**config.mk**
```make
export PLATFORM = sky130hd
export DESIGN_NAME = picosoc_iomem_mux_flat
export DESIGN_NICKNAME = d
export VERILOG_FILES = /design/src/rtl/picosoc_iomem_mux_if.sv /design/src/rtl/picosoc_iomem_mux.sv /design/src/flat_wrapper.sv
export SDC_FILE = /design/constraint.sdc
export NUM_CORES = 1
export LEC_CHECK = 0
export BUFFER_PORTS_ARGS = -buffer_cell sky130_fd_sc_hd__buf_2
export CORE_MARGIN = 1.5
export CORE_UTILIZATION = 30
export CTS_BUF_LIST = sky130_fd_sc_hd__clkbuf_8
export DETAILED_ROUTE_END_ITERATION = 8
export PLACE_DENSITY = 0.66
export SETUP_SLACK_MARGIN = 0.3
export SYNTH_ARGS = -nofsm -noshare
export SYNTH_HDL_FRONTEND = slang
export SYNTH_SLANG_ARGS = --single-unit
```
**constraint.sdc**
```tcl
create_clock -name clk -period 6 [get_ports clk]
set_clock_uncertainty 0.05 [all_clocks]
set_input_delay 1.2 -clock clk [delete_from_list [all_inputs] [get_ports clk]]
set_output_delay 1.2 -clock clk [all_outputs]
set_load 0.03 [all_outputs]
```
**src/rtl/picosoc_iomem_mux_if.sv**
```systemverilog
// PicoSoC iomem bus between the CPU master port and the peripheral mux.
// The master modport is the CPU side; the slave modport is the mux side.
interface picosoc_iomem_mux_if;
  logic        iomem_valid;
  logic        iomem_ready;
  logic [3:0]  iomem_wstrb;
  logic [31:0] iomem_addr;
  logic [31:0] iomem_wdata;
  logic [31:0] iomem_rdata;

  modport master (
    output iomem_valid, iomem_wstrb, iomem_addr, iomem_wdata,
    input  iomem_ready, iomem_rdata
  );

  modport slave (
    input  iomem_valid, iomem_wstrb, iomem_addr, iomem_wdata,
    output iomem_ready, iomem_rdata
  );
endinterface

```
**src/rtl/picosoc_iomem_mux.sv**
```systemverilog
// iomem fabric: decodes a high-address window into one-hot slave slots and
// bounds every access with a timeout that answers with an error word.
module picosoc_iomem_mux #(
  parameter int unsigned NSLOTS     = 4,
  parameter logic [7:0]  BASE_HI    = 8'h03,
  parameter int unsigned SLOT_SHIFT = 16,
  parameter int unsigned TIMEOUT    = 255,
  parameter logic [31:0] ERR_DATA   = 32'hDEAD_BEEF
) (
  input  logic                     clk,
  input  logic                     resetn,
  picosoc_iomem_mux_if.slave       bus,
  output logic [NSLOTS-1:0]        s_valid,
  input  logic [NSLOTS-1:0]        s_ready,
  output logic [3:0]               s_wstrb,
  output logic [31:0]              s_addr,
  output logic [31:0]              s_wdata,
  input  logic [32*NSLOTS-1:0]     s_rdata,
  output logic                     err_irq,
  output logic [31:0]              err_addr
);

  localparam int unsigned   CW       = (TIMEOUT > 0) ? $clog2(TIMEOUT + 1) : 1;
  localparam logic [CW-1:0] CNT_LAST = (TIMEOUT > 0) ? CW'(TIMEOUT - 1) : CW'(0);
  localparam logic [CW-1:0] CNT_MAX  = {CW{1'b1}};

  typedef enum logic [1:0] {
    ST_IDLE   = 2'd0,
    ST_ACTIVE = 2'd1,
    ST_RESP   = 2'd2
  } state_t;

  state_t              r_state, w_state_nxt;
  logic                r_ready, w_ready_nxt;
  logic [31:0]         r_rdata, w_rdata_nxt;
  logic [NSLOTS-1:0]   r_s_valid, w_s_valid_nxt;
  logic [3:0]          r_s_wstrb, w_s_wstrb_nxt;
  logic [31:0]         r_s_addr, w_s_addr_nxt;
  logic [31:0]         r_s_wdata, w_s_wdata_nxt;
  logic                r_err_irq, w_err_irq_nxt;
  logic [31:0]         r_err_addr, w_err_addr_nxt;
  logic [CW-1:0]       r_cnt, w_cnt_nxt;

  logic [2:0]          w_req_slot;
  logic [2:0]          w_act_slot;
  logic                w_mapped;
  logic [NSLOTS-1:0]   w_req_sel;
  logic                w_act_ready;
  logic [31:0]         w_act_rdata;

  assign w_req_slot = bus.iomem_addr[SLOT_SHIFT+2:SLOT_SHIFT];
  assign w_act_slot = r_s_addr[SLOT_SHIFT+2:SLOT_SHIFT];
  assign w_mapped   = (bus.iomem_addr[31:24] == BASE_HI) && (32'(w_req_slot) < NSLOTS);

  // Slot decode for new requests and AND-OR select of the active slot's response.
  always_comb begin
    w_req_sel   = {NSLOTS{1'b0}};
    w_act_ready = 1'b0;
    w_act_rdata = 32'd0;
    for (int k = 0; k < int'(NSLOTS); k++) begin
      w_req_sel[k] = (w_req_slot == 3'(k));
      w_act_ready  = w_act_ready | (s_ready[k] & (w_act_slot == 3'(k)));
      w_act_rdata  = w_act_rdata | (s_rdata[32*k +: 32] & {32{w_act_slot == 3'(k)}});
    end
  end

  // State register.
  always_ff @(posedge clk or negedge resetn) begin
    if (!resetn) begin
      r_state <= ST_IDLE;
    end else begin
      r_state <= w_state_nxt;
    end
  end

  // Next-state and next-value logic for every registered output.
  always_comb begin
    w_state_nxt    = r_state;
    w_ready_nxt    = 1'b0;
    w_err_irq_nxt  = 1'b0;
    w_rdata_nxt    = r_rdata;
    w_s_valid_nxt  = r_s_valid;
    w_s_wstrb_nxt  = r_s_wstrb;
    w_s_addr_nxt   = r_s_addr;
    w_s_wdata_nxt  = r_s_wdata;
    w_err_addr_nxt = r_err_addr;
    w_cnt_nxt      = r_cnt;
    case (r_state)
      ST_IDLE: begin
        if (bus.iomem_valid) begin
          w_s_addr_nxt  = bus.iomem_addr;
          w_s_wdata_nxt = bus.iomem_wdata;
          w_s_wstrb_nxt = bus.iomem_wstrb;
          if (w_mapped) begin
            w_s_valid_nxt = w_req_sel;
            w_cnt_nxt     = CW'(0);
            w_state_nxt   = ST_ACTIVE;
          end else begin
            w_rdata_nxt    = ERR_DATA;
            w_err_addr_nxt = bus.iomem_addr;
            w_err_irq_nxt  = 1'b1;
            w_ready_nxt    = 1'b1;
            w_state_nxt    = ST_RESP;
          end
        end else begin
          w_state_nxt = ST_IDLE;
        end
      end
      ST_ACTIVE: begin
        // A master that drops valid mid-access is released silently.
        if (!bus.iomem_valid) begin
          w_s_valid_nxt = {NSLOTS{1'b0}};
          w_state_nxt   = ST_IDLE;
        end else if (w_act_ready) begin
          w_s_valid_nxt = {NSLOTS{1'b0}};
          w_rdata_nxt   = w_act_rdata;
          w_ready_nxt   = 1'b1;
          w_state_nxt   = ST_RESP;
        end else if ((TIMEOUT != 0) && (r_cnt == CNT_LAST)) begin
          w_s_valid_nxt  = {NSLOTS{1'b0}};
          w_rdata_nxt    = ERR_DATA;
          w_err_addr_nxt = r_s_addr;
          w_err_irq_nxt  = 1'b1;
          w_ready_nxt    = 1'b1;
          w_state_nxt    = ST_RESP;
        end else if (r_cnt != CNT_MAX) begin
          w_cnt_nxt = r_cnt + CW'(1);
        end else begin
          w_cnt_nxt = r_cnt;
        end
      end
      ST_RESP: begin
        w_state_nxt = ST_IDLE;
      end
      default: begin
        w_s_valid_nxt = {NSLOTS{1'b0}};
        w_state_nxt   = ST_IDLE;
      end
    endcase
  end

  // Datapath and output registers.
  always_ff @(posedge clk or negedge resetn) begin
    if (!resetn) begin
      r_ready    <= 1'b0;
      r_rdata    <= 32'd0;
      r_s_valid  <= {NSLOTS{1'b0}};
      r_s_wstrb  <= 4'd0;
      r_s_addr   <= 32'd0;
      r_s_wdata  <= 32'd0;
      r_err_irq  <= 1'b0;
      r_err_addr <= 32'd0;
      r_cnt      <= CW'(0);
    end else begin
      r_ready    <= w_ready_nxt;
      r_rdata    <= w_rdata_nxt;
      r_s_valid  <= w_s_valid_nxt;
      r_s_wstrb  <= w_s_wstrb_nxt;
      r_s_addr   <= w_s_addr_nxt;
      r_s_wdata  <= w_s_wdata_nxt;
      r_err_irq  <= w_err_irq_nxt;
      r_err_addr <= w_err_addr_nxt;
      r_cnt      <= w_cnt_nxt;
    end
  end

  assign bus.iomem_ready = r_ready;
  assign bus.iomem_rdata = r_rdata;
  assign s_valid         = r_s_valid;
  assign s_wstrb         = r_s_wstrb;
  assign s_addr          = r_s_addr;
  assign s_wdata         = r_s_wdata;
  assign err_irq         = r_err_irq;
  assign err_addr        = r_err_addr;

endmodule

```
**src/flat_wrapper.sv**
```systemverilog
// flat-port wrapper written by rule: the top's interface ports become plain ports
module picosoc_iomem_mux_flat 
#(
  parameter int unsigned NSLOTS     = 4,
  parameter logic [7:0]  BASE_HI    = 8'h03,
  parameter int unsigned SLOT_SHIFT = 16,
  parameter int unsigned TIMEOUT    = 255,
  parameter logic [31:0] ERR_DATA   = 32'hDEAD_BEEF
)
  (clk, resetn, s_valid, s_ready, s_wstrb, s_addr, s_wdata, s_rdata, err_irq, err_addr, bus_iomem_valid, bus_iomem_wstrb, bus_iomem_addr, bus_iomem_wdata, bus_iomem_ready, bus_iomem_rdata);
  picosoc_iomem_mux_if bus_i ();
  input  logic clk;
  input  logic resetn;
  output logic [NSLOTS-1:0] s_valid;
  input  logic [NSLOTS-1:0] s_ready;
  output logic [3:0] s_wstrb;
  output logic [31:0] s_addr;
  output logic [31:0] s_wdata;
  input  logic [32*NSLOTS-1:0] s_rdata;
  output logic err_irq;
  output logic [31:0] err_addr;
  input wire logic [$bits(bus_i.iomem_valid)-1:0] bus_iomem_valid;
  input wire logic [$bits(bus_i.iomem_wstrb)-1:0] bus_iomem_wstrb;
  input wire logic [$bits(bus_i.iomem_addr)-1:0] bus_iomem_addr;
  input wire logic [$bits(bus_i.iomem_wdata)-1:0] bus_iomem_wdata;
  output wire logic [$bits(bus_i.iomem_ready)-1:0] bus_iomem_ready;
  output wire logic [$bits(bus_i.iomem_rdata)-1:0] bus_iomem_rdata;
  assign bus_i.iomem_valid = bus_iomem_valid;
  assign bus_i.iomem_wstrb = bus_iomem_wstrb;
  assign bus_i.iomem_addr = bus_iomem_addr;
  assign bus_i.iomem_wdata = bus_iomem_wdata;
  assign bus_iomem_ready = bus_i.iomem_ready;
  assign bus_iomem_rdata = bus_i.iomem_rdata;
  picosoc_iomem_mux #(.NSLOTS(NSLOTS), .BASE_HI(BASE_HI), .SLOT_SHIFT(SLOT_SHIFT), .TIMEOUT(TIMEOUT), .ERR_DATA(ERR_DATA)) u_core (.clk(clk), .resetn(resetn), .bus(bus_i), .s_valid(s_valid), .s_ready(s_ready), .s_wstrb(s_wstrb), .s_addr(s_addr), .s_wdata(s_wdata), .s_rdata(s_rdata), .err_irq(err_irq), .err_addr(err_addr));
endmodule
```
After elaboration in Yosys (flattened, before gate mapping) --
Cells that the tools add are included.
Word-level totals: bits in registers 148, output and inout bits 138, logic and storage cells 98
Operators by class: $add $sub $neg 1, magnitude comparators 1, equality and inequality tests 21, multiplexer cells 40, bitwise gates (word level) 15, reduce and logical (&&, ||, !) cells 10
Operators by type and width (number):
- $mux 32 | 10
- $and 32x32->32 | 4
- $pmux 32 s2 | 2
- $or 32x32->32 | 3
- $mux 8 | 6
- $mux 4 | 5
- $pmux 8 s2 | 1
- $eq 3x2->1 const B | 4
- $pmux 4 s3 | 1
- $mux 2 | 5
- $ne 2x2->1 const B | 5
- $add 8x1->8 const B | 1
- $eq 8x2->1 const B | 1
- $eq 8x8->1 const B | 1
- $ne 8x8->1 const B | 1
- $mux 1 | 7
- $reduce_and 7->1 | 1
- $eq 3x1->1 const B | 2
- $logic_not 3->1 | 2
- $ne 2x1->1 const B | 3
- $reduce_and 6->1 | 1
- $reduce_and 5->1 | 1
- $and 1x1->1 | 4
- $ne 4x2->1 const B | 1
- other kinds (13) | 16

Logic depth before layout (Yosys ltp) --
Gate-level depths: netlist (run 1).
depth in word-level cells 8, mapped depth 8, mapped depth without buffers 6

Worst setup path before layout (run 1) --
No wires, ideal clock.
path kind input-to-reg, start in s_ready[1], end reg u_core.r_err_addr[0], in the netlist u_core.err_addr[0], arrival 2.457 ns, required time 5.825 ns, path slack 3.368 ns, stages 6, path through mux2_4 > a22oi_1 > a22o_1 > buf_2 > buf_4 > mux2_2
Between the ends: word-level cells in the longest chain between the ends 6
RTL lines:
- from (decl) | line flat_wrapper.sv:15 | input logic [NSLOTS-1:0] s_ready;
- $and 1x1->1 | line picosoc_iomem_mux.sv:62 | w_act_ready = w_act_ready | (s_ready[k] & (w_act_slot == 3'(k)));
- $or 1x1->1 (3 in series) | line picosoc_iomem_mux.sv:62
- $ne 2x2->1 (no line)
- $reduce_and 6->1 (no line)
- to (signal assigned) | line picosoc_iomem_mux.sv:162 | r_err_addr <= w_err_addr_nxt;
- to (decl) | line picosoc_iomem_mux.sv:41 | logic [31:0] r_err_addr, w_err_addr_nxt;
No other way between the ends. A chain may end at the register's enable or synchronous reset.

Final worst setup path (run 1) --
start in bus_iomem_valid, end reg u_core.r_rdata[21], in the netlist u_core.bus.iomem_rdata[21]
Between the ends: word-level cells in the longest chain between the ends 2
RTL lines:
- from (decl) | line flat_wrapper.sv:22 | input wire logic [$bits(bus_i.iomem_valid)-1:0] bus_iomem_valid;
- $ne 2x2->1 (no line)
- $reduce_and 5->1 (no line) (*)
- to (signal assigned) | line picosoc_iomem_mux.sv:156 | r_rdata <= w_rdata_nxt;
- to (decl) | line picosoc_iomem_mux.sv:35 | logic [31:0] r_rdata, w_rdata_nxt;
Mark *: on every way between the ends. The rest lies on a longest branch, timed or not.

==> results of run 1 <==
report_power, final:
part | switching, mW | internal [mW] | total [mW] | leakage [nW]
Combinational | 0.452 | 0.318 | 0.770 | 2.35
Clock | 0.431 | 0.394 | 0.825 | 0.197
Sequential | 0.0780 | 1.10 | 1.18 | 1.71
flip-flops by register name, summed over array words and instances (netlist names):
register / flops
u_core.bus.iomem_rdata: 32
u_core.err_addr: 32
u_core.s_addr: 32
u_core.s_wdata: 32
u_core.r_cnt: 8
u_core.s_valid: 4
u_core.s_wstrb: 4
u_core.r_state: 2
u_core.bus.iomem_ready: 1
u_core.err_irq: 1
kinds of logic (layout without fill, tap and decap cells):
| kind of cell | count (synthesis) | in the layout | share of synthesized area (%) |
|---|---|---|---|
| adder cells (fa/ha/maj) | 2 | 2 | 0.3428 |
| flip-flops | 148 | 148 | 50.75 |
| AO/OA/AOI/OAI | 67 | 67 | 6.600 |
| multiplexers | 164 | 164 | 30.29 |
| AND/OR/NAND/NOR | 101 | 101 | 8.401 |
| buffers and inverters | 57 | 394 | 3.617 |
cell usage in the layout (no fill, tap or decap), types with 2 or more instances in the layout:
| cell type | instances |
|---|---|
| buf_2 | 339 |
| dfrtp_1 | 147 |
| mux2_2 | 131 |
| nand4_1 | 35 |
| mux4_2 | 32 |
| nand2b_1 | 25 |
| o21a_1 | 24 |
| clkbuf_8 | 18 |
| inv_1 | 14 |
| o21ai_0 | 11 |
| nand3_1 | 8 |
| nand2_1 | 8 |
| o21ai_1 | 8 |
| buf_4 | 8 |
| nor2_1 | 5 |
| inv_6 | 5 |
| o32ai_1 | 4 |
| or4_1 | 4 |
| o211ai_1 | 4 |
| o311ai_0 | 4 |
| clkinvlp_4 | 4 |
| o31a_1 | 3 |
| nor3_1 | 3 |
| or3_1 | 3 |
| ha_1 | 2 |
| bufinv_16 | 2 |
| inv_8 | 2 |
stage by stage:
stage / cells / instance area [um2] / utilization (%)
finish: 1195 / 9698 / 40.95
global route: 1195 / 9698 / 40.95
CTS: 1195 / 9698 / 40.95
detailed placement: 1163 / 9285 / 39.21
global placement: 1163 / 9285 / 39.21
floorplan: 539 / 7298 / -
routing by layer:
layer	share of wire (%)	GRT usage, %	routed length, um
met3	8.3	6.121	1744
met5	0	0	0
met1	42	20.31	8835
met2	48	28.15	10100
met4	1.4	4.460	299
worst paths after layout:
| check | slack [ns] | endpoint | from | cells after the start |
|---|---|---|---|---|
| setup / recovery | 2.69 | u_core.bus.iomem_rdata[21]$_DFFE_PN0P_ | bus_iomem_valid | 6 |
| hold / removal | 0.44 | u_core.bus.iomem_rdata[12]$_DFFE_PN0P_ | u_core.bus.iomem_rdata[12]$_DFFE_PN0P_ | 1 |
| setup reg to reg | 2.99 | u_core.bus.iomem_rdata[21]$_DFFE_PN0P_ | u_core.r_state[1]$_DFFE_PN0P_ | 5 |
| hold reg to reg | 0.44 | u_core.bus.iomem_rdata[12]$_DFFE_PN0P_ | u_core.bus.iomem_rdata[12]$_DFFE_PN0P_ | 1 |
| max in group asynchronous | 4.06 | u_core.s_addr[16]$_DFFE_PN0P_ | resetn | 2 |
| min in group asynchronous | 0.58 | u_core.s_addr[10]$_DFFE_PN0P_ | resetn | 1 |
worst max-delay path, cell delays in order:
cell,delay [ns]
buf_2,0.11
nand2b_1,0.24
a31oi_4,0.91
o31a_1,0.63
buf_4,0.36
o21a_1,0.16
synth_stat cells (2+ instances only):
cell        n
ha_1        2
o21a_1     24
mux2_2    131
nand4_1    35
buf_1       6
o32ai_1     4
buf_6       2
o311ai_0    4
mux4_2     32
buf_2      13
clkbuf_1   17
o21ai_0    11
dfrtp_1   148
nor2b_1     2
or4_1       4
nand3_1     8
o211ai_1    4
o21ai_1     8
a31oi_1     2
nor2_1      5
o31a_1      3
nand2b_1   25
buf_4       5
or3_1       3
inv_1      14
nand2_1     8
nor3_1      3
layout make-up:
type	count	area share, %
clock inverters	14	1.703
clock buffers	18	2.555
multi-input cells	334	34.65
repair buffers	348	18.23
flip-flops and latches	148	38.20
inverters	14	0.5419
well taps	319	4.116
==> flow_metrics.py, run 1 <==
metrics = {
    "final_layout": {
        "multi_input_area_um2": 3361,
        "drive_gt1_share_pct": 62.90,
        "register_area_um2": 3705,
        "nets": 1068,
        "syn2layout_area_growth_pct": 32.88,
        "fill_cells": 2330,
        "antenna_cells": 0,
    },
    "clock_network": {
        "numClockSinks": 148,
        "clkTransAtPathRegs_ns": 0.09,
        "clkLatencyLatePin_ns": 0.43,
        "htreeDepth": 4,
        "clockBufferDepth": 2,
        "cts-hold-fix-buffers": 0,
        "tritoncts": "done",
        "cts_resized": 0,
        "cts_setup_buffers": 0,
        "root_buffer": "clkbuf_8",
        "cts_inserted_buffers": 17,
    },
    "global_route": {
        "grt_max_degree": 70,
        "first_global_vias": 6177,
        "track_usage_pct": 16.76,
        "grt.overflow.total": 0,
        "grt_pass1_wl_um": 33710,
        "antenna_found_initial": 0,
    },
    "setup_path": {
        "worstPathArrival_ns": 3.63,
        "crit_fanout": 34,
        "critPathCaptureType": "register",
        "start_kind": "primary input",
        "critPathKind": "primary input to register",
        "worstPathRequired_ns": 6.32,
    },
    "power": {
        "leakage_nw": 4.256,
        "power_density_nw_per_um2": 286.4,
        "p_total_mw": 2.778,
        "irDropWorstVdd_uv": 163.0,
    },
    "sta": {
        "fmax_mhz": 301.8,
        "worst_pin_slew_ns": 1.054,
        "fin_ws_ns": 2.687,
        "post-route-min-period_ns": 3.313,
        "drv_slew": 0,
        "finalHoldViolations": 0,
        "setup_viol": 0,
        "worst_hold_slack_ns": 0.4406,
        "relSlewSlack_pct": 29.73,
        "fin_crit_sh_pct": 55.22,
        "fin_setup_tns_ns": 0,
        "rsz0062_at_grt": "false",
    },
    "floorplanning": {
        "core-area_um2": 23680,
        "chipWidth_um": 159.0,
        "start_util_pct": 30.82,
        "die_y_um": 159.0,
        "die_area_um2": 25270,
        "io_pins": 341,
        "num_rows": 56,
    },
    "logic_synthesis": {
        "syn_nets": 744,
        "synthTopCellsByArea": "dfrtp_1, mux2_2, mux4_2",
        "postSynthAreaPerCell_um2": 13.54,
        "yosys.area.top_type": "dfrtp_1",
        "synthFlopType": "dfrtp_1",
        "syn_inst": 539,
        "synth_cell_types": 43,
        "synth_area_um2": 7298,
        "ys_seq_area_share_pct": 50.75,
        "async_reset_ff_share_pct": 100.0,
        "ys.warnings.count": 0,
        "synth_edf_count": 0,
        "ys_ff_latch": 148,
        "synth_top_cell_area_share_pct": 50.75,
    },
    "drt": {
        "drt-wirelength-per-cell_um": 17.56,
        "drt-initial-drc-count": 246,
        "ant_nets": 0,
        "detail_route.vias_per_cell": 4.911,
        "first_pass_iters": 4,
        "remaining_drc_errors": 0,
        "postRouteWirelength_um": 20980,
        "num_vias": 5869,
    },
    "place": {
        "dp_worst_setup_slack_ns": 2.267,
        "gp_congestion": 0.7749,
        "hpwlAfterDp_um": 15090,
        "port_buffers": 340,
    },
    "worst_hold_path": {
        "min_path_type": "register to register",
    },
    "status": {
        "status": "completed",
    },
    "job": {
        "cap_violations": 0,
    },
}
Power figures use the tool's default switching activity.
==> run 2, diff against run 1 <==
Settings changed: PLACE_DENSITY 0.66 to 0.68.
Clock period 6 ns to 3 ns, I/O delays scaled along.
==> run 2 against run 1 <==
Against the previous run: worst setup slack lost 2.2 ns; non-clock buffer count up 5; die area unchanged; register-to-register slack worse by 2.5 ns; core utilization up 0.21 points; first-iteration DRC count rose by 7.3%; routed wire length rose by 1.9%; via count rose by 0.83%; final cell count up 0.50%; count of clock-buffer cells in the layout shrank 1.
==> flow_metrics.py, run 2 (same netlist as run 1, synthesis figures left out) <==
metrics = {
    "clock_network": {
        "numClockSinks": 148,
        "clkLatencyLatePin_ns": 0.44,
        "cts_inserted_buffers": 17,
        "tritoncts": "done",
        "cts_resized": 0,
        "root_buffer": "clkbuf_8",
        "clkTransAtPathRegs_ns": 0.10,
        "clockBufferDepth": 2,
        "cts-hold-fix-buffers": 0,
        "cts_setup_buffers": 0,
        "htreeDepth": 4,
    },
    "floorplanning": {
        "chipWidth_um": 159.0,
        "core-area_um2": 23680,
        "die_area_um2": 25270,
        "start_util_pct": 30.82,
        "num_rows": 56,
        "die_y_um": 159.0,
        "io_pins": 341,
    },
    "setup_path": {
        "worstPathRequired_ns": 3.28,
        "critPathKind": "register to register",
        "start_kind": "register",
        "crit_path_max_incr_delay_ns": 0.78,
        "reg2reg_slack_ns": 0.46,
        "path_cells": "mux2_2, a22oi_1, a22o_2, mux2_2",
        "crit_top_cell": "mux2_2",
        "worstPathArrival_ns": 2.82,
        "worst_path_max_delay_cell": "a22o_2",
        "crit_fanout": 33,
        "critPathCaptureType": "register",
    },
    "power": {
        "p_total_mw": 5.479,
        "leakage_nw": 4.287,
        "irDropWorstVdd_uv": 313.1,
        "power_density_nw_per_um2": 562.1,
    },
    "sta": {
        "fmax_mhz": 394.0,
        "rsz0062_at_grt": "false",
        "fin_crit_sh_pct": 84.60,
        "relSlewSlack_pct": 43.63,
        "drv_slew": 0,
        "post-route-min-period_ns": 2.538,
        "fin_setup_tns_ns": 0,
        "finalHoldViolations": 0,
        "setup_viol": 0,
        "worst_pin_slew_ns": 0.8456,
        "worst_hold_slack_ns": 0.07241,
    },
    "drt": {
        "remaining_drc_errors": 0,
        "detail_route.vias_per_cell": 4.928,
        "ant_nets": 0,
        "num_vias": 5918,
        "postRouteWirelength_um": 21390,
        "drt-initial-drc-count": 264,
        "first_pass_iters": 4,
        "drt-wirelength-per-cell_um": 17.81,
    },
    "global_route": {
        "track_usage_pct": 17.17,
        "grt_pass1_wl_um": 34230,
        "first_global_vias": 6174,
        "grt_max_degree": 70,
        "antenna_found_initial": 1,
        "grt.overflow.total": 0,
    },
    "final_layout": {
        "syn2layout_area_growth_pct": 33.57,
        "drive_gt1_share_pct": 63.11,
        "nets": 1073,
        "design_area_um2": 9748,
        "finish.utilization_pct": 41.16,
        "final_cell_mix": "buf_2, dfrtp_1, mux2_2",
        "final_common_cell": "buf_2",
    },
    "place": {
        "hpwlAfterDp_um": 15630,
        "gp_congestion": 0.8462,
        "dpl_cell_area_um2": 9348,
        "port_buffers": 340,
    },
    "job": {
        "cap_violations": 0,
    },
    "status": {
        "status": "completed",
    },
    "worst_hold_path": {
        "min_path_type": "primary input to asynchronous set/reset pin",
    },
}
-- run 2: path summary, 6_finish.rpt --
path                                                               end  cells after the start                                    from
worst max-delay path                   u_core.err_addr[21]$_DFFE_PN0P_                      4           u_core.s_addr[17]$_DFFE_PN0P_
worst min-delay path                  u_core.bus.iomem_ready$_DFF_PN0_                      1                                  resetn
worst max register to register         u_core.err_addr[21]$_DFFE_PN0P_                      4           u_core.s_addr[17]$_DFFE_PN0P_
worst min register to register  u_core.bus.iomem_rdata[21]$_DFFE_PN0P_                      1  u_core.bus.iomem_rdata[21]$_DFFE_PN0P_
max in group asynchronous               u_core.s_wdata[27]$_DFFE_PN0P_                      2                                  resetn
min in group clk                         u_core.s_wstrb[1]$_DFFE_PN0P_                      2                      bus_iomem_wstrb[1]
-- run 2: worst max-delay path, delay by kind of cell (launching register included) --
kind | cells | cell delay, ns
multiplexers | 2 | 0.79
flip-flops | 1 | 0.41
AO/OA/AOI/OAI | 2 | 1.15
-- run 2: per-layer routing --
metal,vias up,track usage [%],wire length (um)
met4,0,5.789,472
met3,29,5.731,2032
met2,269,28.71,10490
met5,-,0,0
met1,2917,20.80,8391
li1,2703,-,-
-- run 2: metrics by stage --
| stage | worst slack [ns] | instances |
|---|---|---|
| after floorplan | 0.8286 | 539 |
| after global placement | 0.2082 | 1168 |
| after detailed placement | 0.2125 | 1168 |
| after CTS | 0.4573 | 1200 |
| after global routing | 0.3487 | 1201 |
| final | 0.4620 | 1201 |
-- run 2: cell type report --
cell class / count / area, um2
Antenna cell: 1 / 2.502
Clock buffer: 17 / 234.0
Clock inverter: 15 / 163.9
Fill cell: 2320 / 13930
Inverter: 14 / 52.55
Multi-Input combinational cell: 334 / 3361
Sequential cell: 148 / 3705
Tap cell: 319 / 399.1
Timing Repair Buffer: 353 / 1831
-- run 2: power breakdown --
group	switching (mW)	total, mW	internal [mW]
sequential	0.122	2.33	2.21
clock	0.920	1.55	0.630
combinational	0.953	1.60	0.644
